`config.mk`:
```
export PLATFORM = sky130hd
export DESIGN_NAME = card_dealer_flat
export DESIGN_NICKNAME = d
export VERILOG_FILES = /design/src/rtl/card_dealer_if.sv /design/src/rtl/card_dealer.sv /design/src/flat_wrapper.sv
export SDC_FILE = /design/constraint.sdc
export NUM_CORES = 1
export LEC_CHECK = 0
export ABC_AREA = 1
export BUFFER_PORTS_ARGS = -buffer_cell sky130_fd_sc_hd__buf_4
export CAP_MARGIN = 20
export CELL_PAD_IN_SITES_DETAIL_PLACEMENT = 0
export CELL_PAD_IN_SITES_GLOBAL_PLACEMENT = 2
export CORE_UTILIZATION = 25
export CTS_BUF_LIST = sky130_fd_sc_hd__clkbuf_4 sky130_fd_sc_hd__clkbuf_8 sky130_fd_sc_hd__clkbuf_16
export DETAILED_ROUTE_END_ITERATION = 10
export PLACE_DENSITY = 0.57
export SYNTH_ARGS = -nofsm -noshare
export SYNTH_HDL_FRONTEND = slang
export SYNTH_SLANG_ARGS = --single-unit
```
`constraint.sdc`:
```
create_clock -name i_clk -period 3.49 [get_ports i_clk]
set_input_delay 0.349 -clock i_clk [delete_from_list [all_inputs] [get_ports i_clk]]
set_output_delay 0.349 -clock i_clk [all_outputs]
set_load 0.1 [all_outputs]
```
`src/rtl/card_dealer_if.sv`:
```
// -----------------------------------------------------------------------------
// card_dealer_if
// Deal/shuffle request and card result bundle for the card dealer.
//   i_deal        requester -> dealer  deal one card (sampled on clock edge)
//   i_shuffle     requester -> dealer  restore full 52-card deck
//   o_card_valid  dealer -> requester  one-cycle pulse, card fields valid
//   o_card        dealer -> requester  point value (A=1, 2..10, J/Q/K=10)
//   o_rank        dealer -> requester  rank 1..13 (A..K)
//   o_suit        dealer -> requester  suit 0..3
//   o_busy        dealer -> requester  dealer not idle
//   o_cards_left  dealer -> requester  undealt cards, 0..52
//   o_error       dealer -> requester  one-cycle pulse, deal on empty deck
// master = requester side, slave = dealer side.
// -----------------------------------------------------------------------------
interface card_dealer_if;
    logic       i_deal;
    logic       i_shuffle;
    logic       o_card_valid;
    logic [4:0] o_card;
    logic [3:0] o_rank;
    logic [1:0] o_suit;
    logic       o_busy;
    logic [5:0] o_cards_left;
    logic       o_error;

    modport master (
        output i_deal, i_shuffle,
        input  o_card_valid, o_card, o_rank, o_suit, o_busy, o_cards_left, o_error
    );

    modport slave (
        input  i_deal, i_shuffle,
        output o_card_valid, o_card, o_rank, o_suit, o_busy, o_cards_left, o_error
    );
endinterface

```
`src/rtl/card_dealer.sv`:
```
// -----------------------------------------------------------------------------
// card_dealer
// Deals cards from a single 52-card deck without repetition. A free-running
// LFSR picks a starting deck index; a linear probe walks forward (wrapping)
// to the first undealt index, which is then marked dealt and presented.
// Deck index k decodes to suit = k/13, rank = (k mod 13)+1.
// Ports:
//   i_clk    rising-edge clock
//   i_reset  asynchronous, active-high reset
//   bus      card_dealer_if.slave (deal/shuffle in, card/status out)
// Parameter:
//   SEED     LFSR reset value, must be nonzero
// -----------------------------------------------------------------------------
module card_dealer #(
    parameter logic [15:0] SEED = 16'hACE1
) (
    input  logic          i_clk,
    input  logic          i_reset,
    card_dealer_if.slave  bus
);

    typedef enum logic [1:0] {IDLE, SEARCH, EMIT} state_t;

    localparam logic [5:0] DECK_SIZE = 6'd52;
    localparam logic [5:0] LAST_IDX  = 6'd51;

    state_t      state_q,      state_d;
    logic [51:0] mask_q,       mask_d;
    logic [5:0]  left_q,       left_d;
    logic [15:0] lfsr_q,       lfsr_d;
    logic [5:0]  probe_q,      probe_d;
    logic        card_valid_q, card_valid_d;
    logic        error_q,      error_d;
    logic [4:0]  card_q,       card_d;
    logic [3:0]  rank_q,       rank_d;
    logic [1:0]  suit_q,       suit_d;

    // Decoded view of the current probe index.
    logic [1:0]  dec_suit;
    logic [3:0]  dec_rank;
    logic [4:0]  dec_card;

    always_comb begin
        dec_suit = 2'd0;
        dec_rank = 4'd1;
        if (probe_q < 6'd13) begin
            dec_suit = 2'd0;
            dec_rank = probe_q[3:0] + 4'd1;
        end else if (probe_q < 6'd26) begin
            dec_suit = 2'd1;
            dec_rank = 4'(probe_q - 6'd13) + 4'd1;
        end else if (probe_q < 6'd39) begin
            dec_suit = 2'd2;
            dec_rank = 4'(probe_q - 6'd26) + 4'd1;
        end else begin
            dec_suit = 2'd3;
            dec_rank = 4'(probe_q - 6'd39) + 4'd1;
        end
        dec_card = (dec_rank > 4'd10) ? 5'd10 : {1'b0, dec_rank};
    end

    always_comb begin
        // NOTE: every _d gets a default up front so no path leaves it
        // unassigned; a missing default in always_comb infers a latch.
        state_d      = state_q;
        mask_d       = mask_q;
        left_d       = left_q;
        probe_d      = probe_q;
        card_d       = card_q;
        rank_d       = rank_q;
        suit_d       = suit_q;
        card_valid_d = 1'b0;
        error_d      = 1'b0;
        lfsr_d       = {lfsr_q[14:0], lfsr_q[15] ^ lfsr_q[13] ^ lfsr_q[12] ^ lfsr_q[10]};

        unique case (state_q)
            IDLE: begin
                if (bus.i_deal) begin
                    if (left_q != 6'd0) begin
                        // Fold the 0..63 LFSR slice into 0..51.
                        probe_d = (lfsr_q[5:0] >= DECK_SIZE) ? lfsr_q[5:0] - DECK_SIZE
                                                             : lfsr_q[5:0];
                        state_d = SEARCH;
                    end else begin
                        error_d = 1'b1;
                    end
                end
            end
            SEARCH: begin
                // At least one bit is clear whenever we are here, so the
                // probe terminates within 52 steps.
                if (!mask_q[probe_q]) begin
                    state_d = EMIT;
                end else begin
                    probe_d = (probe_q == LAST_IDX) ? 6'd0 : probe_q + 6'd1;
                end
            end
            EMIT: begin
                mask_d[probe_q] = 1'b1;
                left_d          = left_q - 6'd1;
                card_valid_d    = 1'b1;
                card_d          = dec_card;
                rank_d          = dec_rank;
                suit_d          = dec_suit;
                state_d         = IDLE;
            end
            default: state_d = IDLE;
        endcase

        // Shuffle overrides everything, including a deal in flight; the
        // last dealt card stays on the outputs and the LFSR keeps running.
        if (bus.i_shuffle) begin
            state_d      = IDLE;
            mask_d       = '0;
            left_d       = DECK_SIZE;
            card_valid_d = 1'b0;
            error_d      = 1'b0;
            card_d       = card_q;
            rank_d       = rank_q;
            suit_d       = suit_q;
        end
    end

    // NOTE: state is updated only with non-blocking assignments so every
    // flop samples the pre-edge value of every other flop.
    always_ff @(posedge i_clk or posedge i_reset) begin
        if (i_reset) begin
            state_q      <= IDLE;
            // NOTE: the dealt mask is plain flops, not a RAM, so it is
            // reset directly; a full deck must be available right after reset.
            mask_q       <= '0;
            left_q       <= DECK_SIZE;
            lfsr_q       <= SEED;
            probe_q      <= 6'd0;
            card_valid_q <= 1'b0;
            error_q      <= 1'b0;
            card_q       <= 5'd0;
            rank_q       <= 4'd0;
            suit_q       <= 2'd0;
        end else begin
            state_q      <= state_d;
            mask_q       <= mask_d;
            left_q       <= left_d;
            lfsr_q       <= lfsr_d;
            probe_q      <= probe_d;
            card_valid_q <= card_valid_d;
            error_q      <= error_d;
            card_q       <= card_d;
            rank_q       <= rank_d;
            suit_q       <= suit_d;
        end
    end

    assign bus.o_card_valid = card_valid_q;
    assign bus.o_card       = card_q;
    assign bus.o_rank       = rank_q;
    assign bus.o_suit       = suit_q;
    assign bus.o_busy       = (state_q != IDLE);
    assign bus.o_cards_left = left_q;
    assign bus.o_error      = error_q;

endmodule

```
`src/flat_wrapper.sv`:
```
// flat-port wrapper written by rule: the top's interface ports become plain ports
module card_dealer_flat 
#(
    parameter logic [15:0] SEED = 16'hACE1
)
  (i_clk, i_reset, bus_i_deal, bus_i_shuffle, bus_o_card_valid, bus_o_card, bus_o_rank, bus_o_suit, bus_o_busy, bus_o_cards_left, bus_o_error);
  card_dealer_if bus_i ();
  input  logic i_clk;
  input  logic i_reset;
  input wire logic [$bits(bus_i.i_deal)-1:0] bus_i_deal;
  input wire logic [$bits(bus_i.i_shuffle)-1:0] bus_i_shuffle;
  output wire logic [$bits(bus_i.o_card_valid)-1:0] bus_o_card_valid;
  output wire logic [$bits(bus_i.o_card)-1:0] bus_o_card;
  output wire logic [$bits(bus_i.o_rank)-1:0] bus_o_rank;
  output wire logic [$bits(bus_i.o_suit)-1:0] bus_o_suit;
  output wire logic [$bits(bus_i.o_busy)-1:0] bus_o_busy;
  output wire logic [$bits(bus_i.o_cards_left)-1:0] bus_o_cards_left;
  output wire logic [$bits(bus_i.o_error)-1:0] bus_o_error;
  assign bus_i.i_deal = bus_i_deal;
  assign bus_i.i_shuffle = bus_i_shuffle;
  assign bus_o_card_valid = bus_i.o_card_valid;
  assign bus_o_card = bus_i.o_card;
  assign bus_o_rank = bus_i.o_rank;
  assign bus_o_suit = bus_i.o_suit;
  assign bus_o_busy = bus_i.o_busy;
  assign bus_o_cards_left = bus_i.o_cards_left;
  assign bus_o_error = bus_i.o_error;
  card_dealer #(.SEED(SEED)) u_core (.i_clk(i_clk), .i_reset(i_reset), .bus(bus_i));
endmodule
```
* Word-level counts from Yosys, hierarchy flattened
Cells that the tools add are included.
Word-level totals: output and inout bits 20, flip-flop bits (word level) 95, input bits 4
Operators by class: bitwise operators 5, reduce and logical (&&, ||, !) cells 9, add/sub/neg operators 10, eq/ne operators 9, magnitude comparators 7, multiplexer cells 32
Operator list (number):
- 52-bit two-way mux | 2
- 52-bit bitwise OR | 1
- 6-bit two-way mux | 7
- 4-bit by 1-bit adder with 4-bit output (second input constant) | 4
- 4-bit two-way mux | 4
- 2-bit two-way mux | 6
- 6-bit case mux with 2 select lines | 1
- 1-bit two-way mux | 9
- 4-bit subtractor (second input constant) | 2
- 6-bit by 7-bit less-than comparator with 1-bit output (second input constant) | 1
- 6-bit by 1-bit adder with 6-bit output (second input constant) | 1
- 1-bit binary-select mux with 6-bit select | 1
- 1-bit demux with 6-bit select | 1
- 6-bit equality test (second input constant) | 1
- 6-bit by 1-bit greater-or-equal comparator with 1-bit output (second input constant) | 1
- 6-bit greater-or-equal comparator (second input constant) | 1
- 6-bit by 4-bit less-than comparator with 1-bit output (second input constant) | 1
- 6-bit by 5-bit less-than comparator with 1-bit output (second input constant) | 1
- 6-bit less-than comparator (second input constant) | 1
- 3-bit != test (second input constant) | 2
- 2-bit nonzero test | 3
- 6-bit nonzero test | 1
- 6-bit by 1-bit subtractor with 6-bit output (second input constant) | 1
- 6-bit subtractor (second input constant) | 1
- 15 further kinds | 18

* Depth between registers and ports, before layout
depth after elaboration 7, depth in mapped cells 14, depth with buffers taken out 14

* Worst setup path after synthesis
Ideal clock, no wire load.
path kind register -> register, start reg u_core.left_q[0] (netlist: u_core.bus.o_cards_left[0]), end reg u_core.probe_q[1], library setup time 0.065 ns, path slack 1.481 ns, period minus slack after synthesis 2.009 ns, required time 3.425 ns, cell stages (with the launch flop) 8, arrival 1.943 ns, cell sequence dfrtp_1 > inv_1 > ha_1 > nand4_1 > nand3_1 > nand2_4 > nand2_1 > nand2_1
Between the ends: word-level cells in the longest chain between the ends 3
RTL lines:
- start: declaration | RTL line card_dealer.sv:29 | logic [5:0] left_q, left_d;
- start signal: assignment | RTL line card_dealer.sv:143 | left_q <= left_d;
- 6-bit nonzero test | RTL line card_dealer.sv:79 | if (left_q != 6'd0) begin
- 2-bit by 1-bit != test with 1-bit output (no source line)
- 4-bit AND reduction (no source line)
- end signal: assignment | RTL line card_dealer.sv:145 | probe_q <= probe_d;
- end: declaration | RTL line card_dealer.sv:31 | logic [5:0] probe_q, probe_d;
Every way passes these cells. A chain may end at the register's enable or synchronous reset.

* Worst setup path after layout
start reg u_core.probe_q[3], end reg u_core.card_q[0] (netlist: u_core.bus.o_card[0])
Between the ends: word-level cells in the longest chain between the ends 7
RTL lines:
- 4-bit by 3-bit subtractor with 4-bit output / 4-bit subtractor (equally long branches) | RTL line card_dealer.sv:57, card_dealer.sv:54
- 4-bit by 1-bit adder with 4-bit output (on tied branches) | RTL line card_dealer.sv:57, card_dealer.sv:54
- 4-bit two-way mux | RTL line card_dealer.sv:52 | end else if (probe_q < 6'd39) begin
- 4-bit two-way mux | RTL line card_dealer.sv:49 | end else if (probe_q < 6'd26) begin
- 4-bit two-way mux * | RTL line card_dealer.sv:46 | if (probe_q < 6'd13) begin
- 4-bit > comparator | RTL line card_dealer.sv:59 | dec_card = (dec_rank > 4'd10) ? 5'd10 : {1'b0, dec_rank};
- 4-bit two-way mux * | RTL line card_dealer.sv:59
- end signal: assignment | RTL line card_dealer.sv:148 | card_q <= card_d;
- end: declaration | RTL line card_dealer.sv:34 | logic [4:0] card_q, card_d;
Mark *: on every way between the ends. The rest lies on a longest branch, timed or not.

==> results.md <==
* Worst-case clock buffer depth at 2
* Worst vdd ir at 356 uV
* Detailed-route via count at 3,598
* Horizontal die dimension at 138 microns
* Category of the worst setup path launch point: flop
* Slew @ Worst Pin at 0.637 ns
* Cell type with the highest aggregate area in the netlist: sky130_fd_sc_hd__dfrtp_1
* Number of antenna violations at the first check in global routing at 0
* Max-Slew Margin vs Limit at 57.6%
* Total Routed Length at 12.8 mm
* Power density over the cells at 625 nW/um^2
* Seq/Total Area, Yosys at 51.0%
* Pins Over Slew Limit at 0
* Cell at the root of the clock tree: sky130_fd_sc_hd__clkbuf_16
* Synth cell types at 34
* Detailed-route wire length per cell at 16.0 microns
* Detailed-placement wirelength estimate at 8.58 mm
* Critical path's slowest cell: sky130_fd_sc_hd__dfrtp_1
* Top-count cell post-synth: sky130_fd_sc_hd__nand2_1
* Final Cell Area at 5320 sq um
* Leakage power summed over all cells at 2.53 nW
* Cell Chain, Critical Path: clkinv_1 > ha_1 > inv_1 > o21ai_0 > nand2_1 > inv_2 > o21ai_0 > nand2_1 > nand2_1 > nand2_1 > nand2_1 > nand2_1 > nand2_1 > nand2_1
* Wire length of the first global-routing pass at 21.0 mm
* Synth async-reset ratio at 100%
* Area growth syn-to-layout at 14.5%
* Maximum net fanout on the critical path at 13
* Antenna Nets Post-Route at 0
* Required time of the worst setup path at 3.74 ns
* Worst clock skew at 0.00332 ns
* Cell area after placement at 4990 sq um
* Number of flops mapped to enable cells by yosys at 0
* Total number of H-tree levels at 3
* Top cells by instance count after synthesis: 124 x sky130_fd_sc_hd__nand2_1, 83 x sky130_fd_sc_hd__dfrtp_1, 82 x sky130_fd_sc_hd__inv_1
* Setup bufs post-CTS at 0
* Boundary Pins at 24
* Number of global-route vias before repair at 3,719
* Routed via count divided by cell count at 4.50
* Highest cell delay on the worst timing path at 0.61 ns
* Final Cycle Share at 67.5%
* Hold buffers post-CTS at 0
* Final hold violations at 0
* Fraction of final layout cells sized beyond drive strength 1 at 12.3%
* Placeable core area at 18,100 sq um
* Full die area at 19,100 sq um
* Synthesized instance count at 546
* Worst Setup End Kind: flop
* Placement Rows at 49
* Outcome: completed
* DR iter-0 viols at 123
* Yosys reg bits at 94
* Setup repair after global routing missed its margin: false
* Post-synthesis net count at 565
* Time the final worst path needs with I/O delays and setup at 2.35 ns
* Count of instances resized after the clock tree is built at 0
* DRC viols at 0
* Synthesized area divided by synthesized cell count at 8.50 sq um
* Clock tree from TritonCTS: built
* Number of buffers inserted by port buffering at 22
* Pin count of the biggest net entering global routing at 55
* Count of warnings emitted by yosys at 0
* Post-synth design cell area at 4640 sq um
* Number of detailed-routing iterations run before antenna repair at 4
* Global placement routability congestion at 0.800
* Global router's overall resource usage at 14.3%
* Number of diodes added for antenna fixing at 0
* Worst min-delay path class: in -> async
* MaxCap Viol Count at 0
* Dominant synthesized flop cell: sky130_fd_sc_hd__dfrtp_1
* Die boundary height at 138 microns
* CTS clock-pin slew for the worst setup and hold paths at 0.07 ns
* TritonCTS Sinks at 94
* Initial cell density of the core at 25.7%
* Worst Path Class, Setup: reg -> reg
* Final setup viols at 0
* Data arrival time at the worst-slack endpoint at 2.60 ns
* Clock latency at the later pin of the worst-skew pair at 0.35 ns
* Synth top area share at 44.7%
* Setup TNS at 0 ns
* Number of nets in the finished design at 584
* GR Overflow Total at 0
* Cell types with the largest area share after synthesis: sky130_fd_sc_hd__dfrtp_1 45%, sky130_fd_sc_hd__nand2_1 10%, sky130_fd_sc_hd__inv_1 6.6%
* Max Fclk at 0.425 GHz
* TritonCTS buffer count at 9
* Critical Path Most Common Cell: sky130_fd_sc_hd__nand2_1
## flip-flops by register name, indices dropped and copies added, names as in the netlist
register	cells
u_core.bus.o_rank	4
u_core.probe_q	6
u_core.mask_q	52
u_core.bus.o_suit	2
u_core.state_q	2
u_core.bus.o_cards_left	6
u_core.lfsr_q	16
u_core.bus.o_card_valid	1
u_core.bus.o_card	4
u_core.bus.o_error	1
## layer usage
layer,GRT usage (%),wire [microns],vias up
met4,4.49,200,0
met2,22.8,5830,46
met5,0,0,-
met1,19.6,6420,1730
met3,2.70,324,12
li1,-,-,1810
## placed cells by master (no fill, tap or decap), drive strengths merged, types with 2 or more instances in the layout
cell type / instances
o211ai: 4
buf: 28
bufinv: 2
a31oi: 2
nor2: 27
nand2: 126
o21ai: 31
dfrtp: 83
clkinv: 5
dfstp: 11
nand3: 62
ha: 15
xnor2: 2
clkbuf: 10
nor3: 2
a21oi: 11
xor2: 7
inv: 89
o22ai: 49
## area by class of cell
cell class / count / area, sq um
Inverter: 90 / 345
Clock inverter: 6 / 83.8
Sequential cell: 94 / 2370
Multi-Input combinational cell: 342 / 1790
Clock buffer: 10 / 239
Fill cell: 1936 / 12800
Tap cell: 229 / 287
Timing Repair Buffer: 28 / 210
## through the flow
stage	std cells	power, W	util (%)	hold WS, ns	setup slack [ns]
after global placement	783	0.00229	27.6	0.336	1.20
after global routing	799	0.00352	29.4	0.0914	0.854
final	799	0.00332	29.4	0.0527	1.14
after CTS	799	0.00338	29.4	0.0690	1.16
after detailed placement	783	0.00228	27.6	0.336	1.19
after floorplan	546	0.00207	-	0.331	0.711
## path summary, 6_finish.rpt
path	start	end	slack, ns	cells after the start
hold reg to reg	u_core.lfsr_q[14]	u_core.lfsr_q[15]	0.35	0
hold / removal	i_reset	u_core.probe_q[1]	0.05	2
max in group asynchronous	i_reset	u_core.bus.o_cards_left[5]	2.62	3
min in group i_clk	bus_i_deal	u_core.bus.o_error	0.24	3
setup reg to reg	u_core.probe_q[3]	u_core.bus.o_card[0]	1.14	14
setup / recovery	u_core.probe_q[3]	u_core.bus.o_card[0]	1.14	14
## cell families (layout without fill, tap and decap cells)
logic type / after synthesis / count (layout) / share of synthesized area, %
AOI/OAI and AO/OA: 98 / 98 / 12.4
xor gates and xnor gates: 9 / 9 / 1.70
adders and majority gates: 15 / 15 / 4.04
buffers and inverters: 110 / 134 / 10.6
DFF: 94 / 94 / 51.0
other: 1 / 1 / 0.0808
and+or+nand+nor: 219 / 219 / 20.3
## critical path: cells and delay by family, from the launching register on
| family | cells | cell delay [ns] |
|---|---|---|
| simple gates | 8 | 0.60 |
| fa+ha+maj | 1 | 0.28 |
| buf+inv | 3 | 0.45 |
| flops | 1 | 0.61 |
| compound gates | 2 | 0.31 |
## power breakdown
part / switching [W] / internal [W]
Sequential: 0.0000348 / 0.00115
Clock: 0.000430 / 0.000646
Combinational: 0.000817 / 0.000244
Total: 0.00128 / 0.00204
Note: power is estimated with default switching activity, not from simulation.
